`config.mk`:
```
export PLATFORM = sky130hd
export DESIGN_NAME = ps2_kbd_rx
export DESIGN_NICKNAME = d
export VERILOG_FILES = /design/src/rtl/ps2_kbd_rx.sv
export SDC_FILE = /design/constraint.sdc
export NUM_CORES = 1
export LEC_CHECK = 0
export ABC_AREA = 1
export CORE_MARGIN = 2
export CORE_UTILIZATION = 50
export CTS_CLUSTER_DIAMETER = 150
export CTS_CLUSTER_SIZE = 25
export DETAILED_ROUTE_END_ITERATION = 10
export PLACE_DENSITY_LB_ADDON = 0.08
export SLEW_MARGIN = 20
export SYNTH_ARGS = -nofsm -noshare
export SYNTH_HDL_FRONTEND = slang
export SYNTH_SLANG_ARGS = --single-unit
```
`constraint.sdc`:
```
create_clock -name clk -period 2.88 [get_ports clk]
set_input_delay 0.288 -clock clk [delete_from_list [all_inputs] [get_ports clk]]
set_output_delay 0.288 -clock clk [all_outputs]
set_load 0.02 [all_outputs]
```
`src/rtl/ps2_kbd_rx.sv`:
```
// PS/2 keyboard receiver: synchronise, deframe, decode E0/F0 prefixes, count distinct presses, buffer events in a FWFT FIFO.
// Optional build macro PS2_PARITY_CHK_EN enables odd-parity checking of each received frame.
module ps2_kbd_rx #(
    parameter int DEPTH   = 8,
    parameter int CNT_W   = 8,
    parameter int TIMEOUT = 50000
) (
    input  logic             clk,
    input  logic             resetn,
    input  logic             ps2_clk,
    input  logic             ps2_data,
    output logic             evt_valid,
    input  logic             evt_ready,
    output logic [7:0]       evt_code,
    output logic             evt_break,
    output logic             evt_ext,
    output logic [CNT_W-1:0] press_cnt,
    output logic             overflow,
    output logic             frame_err,
    input  logic             clr_err
);

    localparam int AW = $clog2(DEPTH);
    localparam int TW = $clog2(TIMEOUT + 1);
`ifdef PS2_PARITY_CHK_EN
    localparam bit PAR_CHK = 1'b1;
`else
    localparam bit PAR_CHK = 1'b0;
`endif

    typedef enum logic [1:0] {S_IDLE, S_EXT, S_BRK, S_EXT_BRK} state_t;

    logic [2:0]    r_ps2c_sync;
    logic [1:0]    r_ps2d_sync;
    logic [3:0]    r_bit_cnt;
    logic [9:0]    r_shift;
    logic [TW-1:0] r_to_cnt;
    logic          r_byte_vld;
    logic [7:0]    r_byte;
    state_t        r_state;
    state_t        w_state_nxt;
    logic          w_emit, w_ext, w_brk;
    logic          r_held_vld;
    logic [8:0]    r_held;
    logic [9:0]    r_mem [DEPTH];
    logic [AW:0]   r_wr_ptr, r_rd_ptr;

    logic w_fall, w_data, w_last_bit, w_frame_ok, w_frame_bad, w_to_hit;
    logic w_empty, w_full, w_push, w_pop, w_wr_en, w_key_match;
    logic [9:0] w_head;

    assign w_fall      = (r_ps2c_sync[2:1] == 2'b10);
    assign w_data      = r_ps2d_sync[1];
    assign w_last_bit  = w_fall && (r_bit_cnt == 4'd10);
    // r_shift holds start..parity; the stop bit is the one arriving now.
    assign w_frame_ok  = !r_shift[0] && w_data && (!PAR_CHK || (^r_shift[9:1]));
    assign w_frame_bad = w_last_bit && !w_frame_ok;
    assign w_to_hit    = (r_bit_cnt != 4'd0) && !w_fall && (r_to_cnt == TW'(TIMEOUT - 1));

    always_ff @(posedge clk or negedge resetn) begin
        if (!resetn) begin
            r_ps2c_sync <= 3'b111;
            r_ps2d_sync <= 2'b11;
        end else begin
            // NOTE: sequential state uses non-blocking assignments so every flop samples pre-edge values.
            r_ps2c_sync <= {r_ps2c_sync[1:0], ps2_clk};
            r_ps2d_sync <= {r_ps2d_sync[0], ps2_data};
        end
    end

    always_ff @(posedge clk or negedge resetn) begin
        if (!resetn) begin
            r_bit_cnt  <= '0;
            r_shift    <= '0;
            r_to_cnt   <= '0;
            r_byte_vld <= 1'b0;
            r_byte     <= '0;
        end else begin
            r_byte_vld <= 1'b0;
            if (w_fall) begin
                r_to_cnt <= '0;
                if (r_bit_cnt == 4'd10) begin
                    r_bit_cnt  <= '0;
                    r_byte_vld <= w_frame_ok;
                    r_byte     <= r_shift[8:1];
                end else begin
                    r_shift   <= {w_data, r_shift[9:1]};
                    r_bit_cnt <= r_bit_cnt + 4'd1;
                end
            end else if (w_to_hit) begin
                r_bit_cnt <= '0;
                r_to_cnt  <= '0;
            end else if (r_bit_cnt != 4'd0) begin
                r_to_cnt <= r_to_cnt + TW'(1);
            end else begin
                r_to_cnt <= '0;
            end
        end
    end

    always_ff @(posedge clk or negedge resetn) begin
        if (!resetn) r_state <= S_IDLE;
        else         r_state <= w_state_nxt;
    end

    always_comb begin
        // NOTE: defaults first so no path through this block leaves a signal unassigned (no latches).
        w_state_nxt = r_state;
        w_emit      = 1'b0;
        w_ext       = (r_state == S_EXT) || (r_state == S_EXT_BRK);
        w_brk       = (r_state == S_BRK) || (r_state == S_EXT_BRK);
        if (r_byte_vld) begin
            case (r_byte)
                8'hE0:   w_state_nxt = S_EXT;
                8'hF0:   w_state_nxt = w_ext ? S_EXT_BRK : S_BRK;
                default: begin
                    w_emit      = 1'b1;
                    w_state_nxt = S_IDLE;
                end
            endcase
        end
    end

    assign w_key_match = r_held_vld && (r_held == {w_ext, r_byte});

    always_ff @(posedge clk or negedge resetn) begin
        if (!resetn) begin
            press_cnt  <= '0;
            r_held_vld <= 1'b0;
            r_held     <= '0;
        end else if (w_emit) begin
            if (!w_brk) begin
                if (!w_key_match) press_cnt <= press_cnt + CNT_W'(1);
                r_held     <= {w_ext, r_byte};
                r_held_vld <= 1'b1;
            end else if (w_key_match) begin
                r_held_vld <= 1'b0;
            end
        end
    end

    assign w_empty   = (r_wr_ptr == r_rd_ptr);
    assign w_full    = (r_wr_ptr[AW] != r_rd_ptr[AW]) && (r_wr_ptr[AW-1:0] == r_rd_ptr[AW-1:0]);
    assign w_push    = w_emit;
    assign w_pop     = evt_valid && evt_ready;
    assign w_wr_en   = w_push && (!w_full || w_pop);
    assign w_head    = r_mem[r_rd_ptr[AW-1:0]];
    assign evt_valid = !w_empty;
    assign evt_code  = w_empty ? 8'h00 : w_head[7:0];
    assign evt_break = !w_empty && w_head[8];
    assign evt_ext   = !w_empty && w_head[9];

    // NOTE: storage array has no reset; outputs are gated by empty so stale contents never leak.
    always_ff @(posedge clk) begin
        if (w_wr_en) r_mem[r_wr_ptr[AW-1:0]] <= {w_ext, w_brk, r_byte};
    end

    always_ff @(posedge clk or negedge resetn) begin
        if (!resetn) begin
            r_wr_ptr <= '0;
            r_rd_ptr <= '0;
        end else begin
            if (w_wr_en) r_wr_ptr <= r_wr_ptr + 1'b1;
            if (w_pop)   r_rd_ptr <= r_rd_ptr + 1'b1;
        end
    end

    // Sticky flags: a set in the same cycle as clr_err takes priority.
    always_ff @(posedge clk or negedge resetn) begin
        if (!resetn) begin
            overflow  <= 1'b0;
            frame_err <= 1'b0;
        end else begin
            if (w_push && w_full && !w_pop) overflow <= 1'b1;
            else if (clr_err)               overflow <= 1'b0;
            if (w_frame_bad || w_to_hit)    frame_err <= 1'b1;
            else if (clr_err)               frame_err <= 1'b0;
        end
    end

endmodule
```
==> run metrics, run 1 <==
Worst-Margin Slew=0.943 ns; RR Startpoint=r_byte[3]; share of layout cells above drive strength 1=13.1%; startpoint types=flop; clock buffer depth=2; area delta synth->final=15.1%; First-pass DRT Iterations=5; die height=122 um; postcts setup bufs=0; sequential cell area=0.00426 mm2; Routed Antenna Nets=0; RSZ-0062 raised after global routing=no; worst hold-check path type=in2async; clk_skew=0.00758 ns; via count=approximately 4,700; die width=122 um; Die Area=0.0148 mm2; Pint=0.00459 W; PwrDens=863 mW/mm2; initial antenna violation count=0; Critical Path End Type=output port; clock root buffer=clkbuf_16; critical path class=reg2out; post-DR wirelength/cell=14.3 um; 1st-iter DRT viols=374; outcome=completed; worst r2r path cells=9; EDFF count, synth=80; hpwl dp=slightly below 9000 um; largest area contributor in the netlist=edfxtp_1; Tot GR Track Use=about 20%; sequential share of power=39.5%; ant diodes=0; setup TNS=0 ns; Leak=~3.3 nW; Crit path required time=2.59 ns; Seq/Total Area, Yosys=roughly 61%; top cell type's share of synthesized area=34.7%; Post-Syn Area per Cell=9.89 um2; largest cells by area after synthesis=edfxtp_1 (35%), dfrtp_1 (25%), nand2_1 (7.4%); CP Launch Point=r_rd_ptr[0]; Hold Fails Final Rpt=0; H-tree levels=4; Clk pwr share=about a third; hold_buf cts=0; ys async rst share=48.1%; core area=0.0137 mm2; Reg clk slew, reported paths=around 0.060 ns; Max FO, Critical Path=26; Net Switching=0.00230 W; vias per cell=5.11; Max-Cap Viols=0; most common cell after layout, fill and taps aside=nand2_1; CTS resizes=0; CTS tree=yes; worst-skew pair later-pin latency=around 0.42 ns; Synth cell types=37; final clock period utilization by the worst path=93.0%; Placed Area=0.00739 mm2; TritonCTS buffer count=17; largest net degree at the start of global routing=75; Sw Share=33.4%; Slew Viols, Final=0; area of the multi-input gates=about 0.0023 mm2; Sink Count=roughly 150; routability congestion estimate=between 0.8 and 0.9; Netlist Area Pre-Place=a little under 0.007 mm2; achievable frequency=0.373 GHz; most frequent cells in the layout=nand2_1 (136), nor2_1 (121), o21ai_0 (81); syn_nets=714; total wire length=13,200 um; YS warnings=0; PortBufs=26; final instance area=0.00798 mm2; vias in the first global route=4,614; maximum vdd drop=438 uV; # setup viols final=0; WHS=0.0122 ns; Critical Path AT=roughly 2.4 ns; gate count of the mapped netlist=701; Layout Nets=~750; Period minus WS final=2.68 ns; IO Count=27; Final Util=58.2%; fillers=1,203; prevailing post-synth register cell=edfxtp_1; Starting Density=50.5%; first-pass GRT wire length=22,300 um; Yosys reg bits=154; DRC=0; grt ovf=0; Slew headroom=37.1%; Site Rows=43; combinational share of power=28.8%
-- state kept, by name (all words and copies together) (netlist names), 8 cells and up --
signal     count
press_cnt      8
r_byte         8
r_shift       10
r_held         9
r_to_cnt      16
r_mem         80
-- final timing paths --
check | end | slack, ns
worst max register to register | r_mem[5][7] | 0.87
min in group clk | r_ps2d_sync[0] | 0.27
worst max-delay path | evt_break | 0.20
worst min-delay path | r_to_cnt[1] | 0.01
max in group asynchronous | press_cnt[3] | 2.26
worst min register to register | r_ps2d_sync[1] | 0.36
-- cell type report --
class / count / area share (%)
Clock inverter: 12 / 1.77
Inverter: 52 / 2.48
Sequential cell: 154 / 53.4
Timing Repair Buffer: 40 / 4.86
Multi-Input combinational cell: 468 / 29.1
Clock buffer: 20 / 5.60
Tap cell: 180 / 2.82
-- routing by layer --
metal	track usage [%]	up-vias	wire, um
met5	0	-	0
met4	7.61	0	205
met3	4.26	16	468
met2	31.0	98	6200
met1	26.4	2255	6350
li1	-	2363	-
-- Yosys cell counts, types with 2 or more instances --
cell type,count
o21ai_2,7
nor3_1,8
nor4_1,2
nor2_2,6
dfstp_2,5
nor2_4,3
nand2_1,136
xnor2_1,13
buf_2,17
o21ai_0,81
ha_1,7
clkbuf_1,5
a21oi_1,4
nand4_1,5
nor3b_1,4
nand3_2,3
dfrtp_1,69
inv_2,8
inv_1,43
nand3_1,27
nand2_4,2
nor3_2,2
nand2_2,12
nor2_1,121
edfxtp_1,80
xor2_1,8
buf_6,4
o21ai_1,10
-- power groups by stage --
stage / combinational, W / clock [W] / sequential, W
final: 0.00198 / 0.00219 / 0.00272
after CTS: 0.00200 / 0.00223 / 0.00272
after global placement: 0.00195 / 0 / 0.00275
after detailed placement: 0.00199 / 0 / 0.00276
after global routing: 0.00223 / 0.00232 / 0.00275
after floorplan: 0.00136 / 0 / 0.00269
-- worst max-delay path, cell delays in order, from the launching register on --
cell             delay [ns]
dfrtp_1                0.39
buf_4                  0.23
xnor2_1                0.15
nand2_1                0.08
nor2_2                 0.05
nand2_2                0.21
o21ai_0                0.14
nor2_1                 0.12
clkdlybuf4s50_1        0.61
-- per-stage QoR --
stage	std cells	power (W)	setup WS, ns
after detailed placement	894	0.00475	0.629
after global placement	894	0.00470	0.687
final	926	0.00689	0.200
after CTS	926	0.00695	0.167
after floorplan	701	0.00405	0.736
after global routing	926	0.00730	0.0199
-- logic make-up after synthesis --
logic type / Yosys count / share of synthesized area [%]
adder cells (fa/ha/maj): 7 / 1.26
buffers and inverters: 79 / 5.05
AND/OR/NAND/NOR: 336 / 21.6
flip-flops: 154 / 61.5
XOR/XNOR: 21 / 2.65
AO/OA/AOI/OAI: 104 / 7.96
(Power assumes the default switching activity.)
==> run 2: changes to the inputs <==
- CORE_ASPECT_RATIO: not set -> 0.75
==> run metrics, run 2 (synthesized netlist as in run 1, its figures left out) <==
outcome=completed (unchanged); Leak=3.31 nW (was 3.28 nW); die height=106 um (was 122 um); final clock period utilization by the worst path=95.9% (was 93.0%); max FFs per register=80 (unchanged); most common cell after layout, fill and taps aside=nand2_1 (unchanged); postcts setup bufs=0 (unchanged); worst-skew pair later-pin latency=0.43 ns (was 0.42 ns); Sw Share=32.9% (was 33.4%); Worst-Margin Slew=0.956 ns (was 0.943 ns); first-pass GRT wire length=22,900 um (was 22,300 um); area delta synth->final=15.3% (was 15.1%); crit-path cells=buf_12 > xnor2_1 > nand2_1 > nor2_2 > nand2_2 > o21ai_0 > nor2_1 > clkdlybuf4s50_1 (was buf_4 > xnor2_1 > nand2_1 > nor2_2 > nand2_2 > o21ai_0 > nor2_1 > clkdlybuf4s50_1); startpoint types=flop (unchanged); ant diodes=0 (unchanged); worst r2r path cells=9 (unchanged); achievable frequency=0.362 GHz (was 0.373 GHz); crit-path leading delay family=buffers and inverters (unchanged); sequential cell area=0.00426 mm2 (unchanged); die width=140 um (was 122 um); combinational share of power=28.4% (was 28.8%); DRC=0 (unchanged); Tot GR Track Use=19.7% (was 19.5%); Layout Nets=747 (was 746); Reg clk slew, reported paths=0.06 ns (about the same); sequential share of power=39.4% (was 39.5%); Clk pwr share=32.2% (was 31.7%); CTS resizes=0 (unchanged); share of layout cells above drive strength 1=13.5% (was 13.1%); R2R setup slack=0.85 ns (was 0.87 ns); RR Startpoint=r_byte[2] (was r_byte[3]); hold_buf cts=0 (unchanged); Critical Path AT=2.47 ns (was 2.39 ns); reg2reg end=r_mem[5][9] (was r_mem[5][7]); largest net degree at the start of global routing=75 (unchanged); routability congestion estimate=0.815 (was 0.801); Slew Viols, Final=0 (unchanged); CP Launch Point=r_rd_ptr[0] (unchanged); Sink Count=154 (unchanged); 1st-iter DRT viols=381 (was 374); fillers=1,172 (was 1,203); critical path class=reg2out (unchanged); initial antenna violation count=0 (unchanged); Net Switching=0.00228 W (was 0.00230 W); hpwl dp=9010 um (was 8760 um); Crit path required time=2.59 ns (about the same); clock root buffer=clkbuf_16 (unchanged); Hold Fails Final Rpt=0 (unchanged); Starting Density=50.9% (was 50.5%); crit path to=evt_code[2] (was evt_break); post-DR wirelength/cell=14.7 um (was 14.3 um); First-pass DRT Iterations=5 (unchanged); clk_skew=0.0114 ns (was 0.00758 ns); Pint=0.00466 W (was 0.00459 W); setup TNS=0 ns (unchanged); Routed Antenna Nets=0 (unchanged); Slew headroom=36.3% (was 37.1%); core area=0.0136 mm2 (was 0.0137 mm2); Die Area=0.0148 mm2 (about the same); # setup viols final=0 (unchanged); Max-Cap Viols=0 (unchanged); via count=4,730 (was 4,732); worst hold-check path type=in2async (unchanged); Buf/Inv on CP=2 (unchanged); vias in the first global route=4,568 (was 4,614); critical path's slowest cell=clkdlybuf4s50_1 (unchanged); Period minus WS final=2.76 ns (was 2.68 ns); total wire length=13,500 um (was 13,200 um); vias per cell=5.13 (was 5.11); max incr delay on CP=0.63 ns (was 0.61 ns); area of the multi-input gates=0.00232 mm2 (unchanged); Worst path depth=8 (unchanged); Pwr Total=0.00694 W (was 0.00689 W); IO Count=27 (unchanged); PortBufs=26 (unchanged); Site Rows=37 (was 43); Max FO, Critical Path=44 (was 26); maximum vdd drop=925 uV (was 438 uV); CTS tree=yes (unchanged); H-tree levels=4 (unchanged); RSZ-0062 raised after global routing=no (unchanged); most frequent cells in the layout=nand2_1 (136), nor2_1 (121), o21ai_0 (81) (unchanged); PwrDens=868 mW/mm2 (was 863 mW/mm2); grt ovf=0 (unchanged); Critical Path End Type=output port (unchanged); clock buffer depth=2 (unchanged); TritonCTS buffer count=17 (unchanged)
## run 2: cell types whose count changed in the layout (fill, tap and decap cells not counted), sizes merged
cell | before | now
buf | 15 | 16
clkbuf | 20 | 22
clkinv | 3 | 4
clkinvlp | 5 | 1
inv | 54 | 55
## run 2: per-layer routing
metal	GRT usage (%)	up-vias	share of wire [%]
met3	4.50	15	3.4
met2	29.4	66	44
met5	0	-	0
li1	-	2374	-
met1	28.8	2275	51
met4	6.36	0	1.1
## run 2: per-stage QoR
| step | setup WS [ns] | utilization (%) | instance area (um2) | instances | hold WS, ns |
|---|---|---|---|---|---|
| after floorplan | 0.736 | - | 6930 | 701 | -0.00759 |
| after global placement | 0.536 | 54.2 | 7380 | 890 | 0.347 |
| after detailed placement | 0.496 | 54.2 | 7380 | 890 | 0.348 |
| after CTS | 0.0403 | 58.6 | 7980 | 922 | 0.0606 |
| after global routing | 0.00249 | 58.7 | 7990 | 922 | 0.0771 |
| final | 0.119 | 58.7 | 7990 | 922 | 0.00692 |
## run 2: power by group through the flow
stage,sequential (W),clock (W),combinational (W)
5_1_grt,0.00276,0.00237,0.00222
6_report,0.00274,0.00223,0.00197
3_5_place_dp,0.00277,0,0.00195
4_1_cts,0.00273,0.00227,0.00196
2_1_floorplan,0.00269,0,0.00136
3_3_place_gp,0.00276,0,0.00193
## run 2: area by class of cell
class	instances	area share, %
Sequential cell	154	53.3
Multi-Input combinational cell	468	29.0
Inverter	52	2.52
Clock buffer	22	6.06
Clock inverter	10	1.39
Tap cell	175	2.74
Timing Repair Buffer	41	4.95
## run 2: how the worst min path moves through the flow
| stage | start | end | slack [ns] | cells past startpoint |
|---|---|---|---|---|
| 6_report | resetn | r_bit_cnt[1] | 0.007 | 1 |
| 5_1_grt | resetn | r_bit_cnt[1] | 0.08 | 1 |
| 4_1_cts | resetn | r_shift[4] | 0.06 | 1 |
| 3_5_place_dp | r_ps2d_sync[0] | r_ps2d_sync[1] | 0.35 | 0 |
| 3_3_place_gp | r_ps2c_sync[0] | r_ps2c_sync[1] | 0.35 | 0 |
| 2_1_floorplan | resetn | frame_err | -0.008 | 0 |
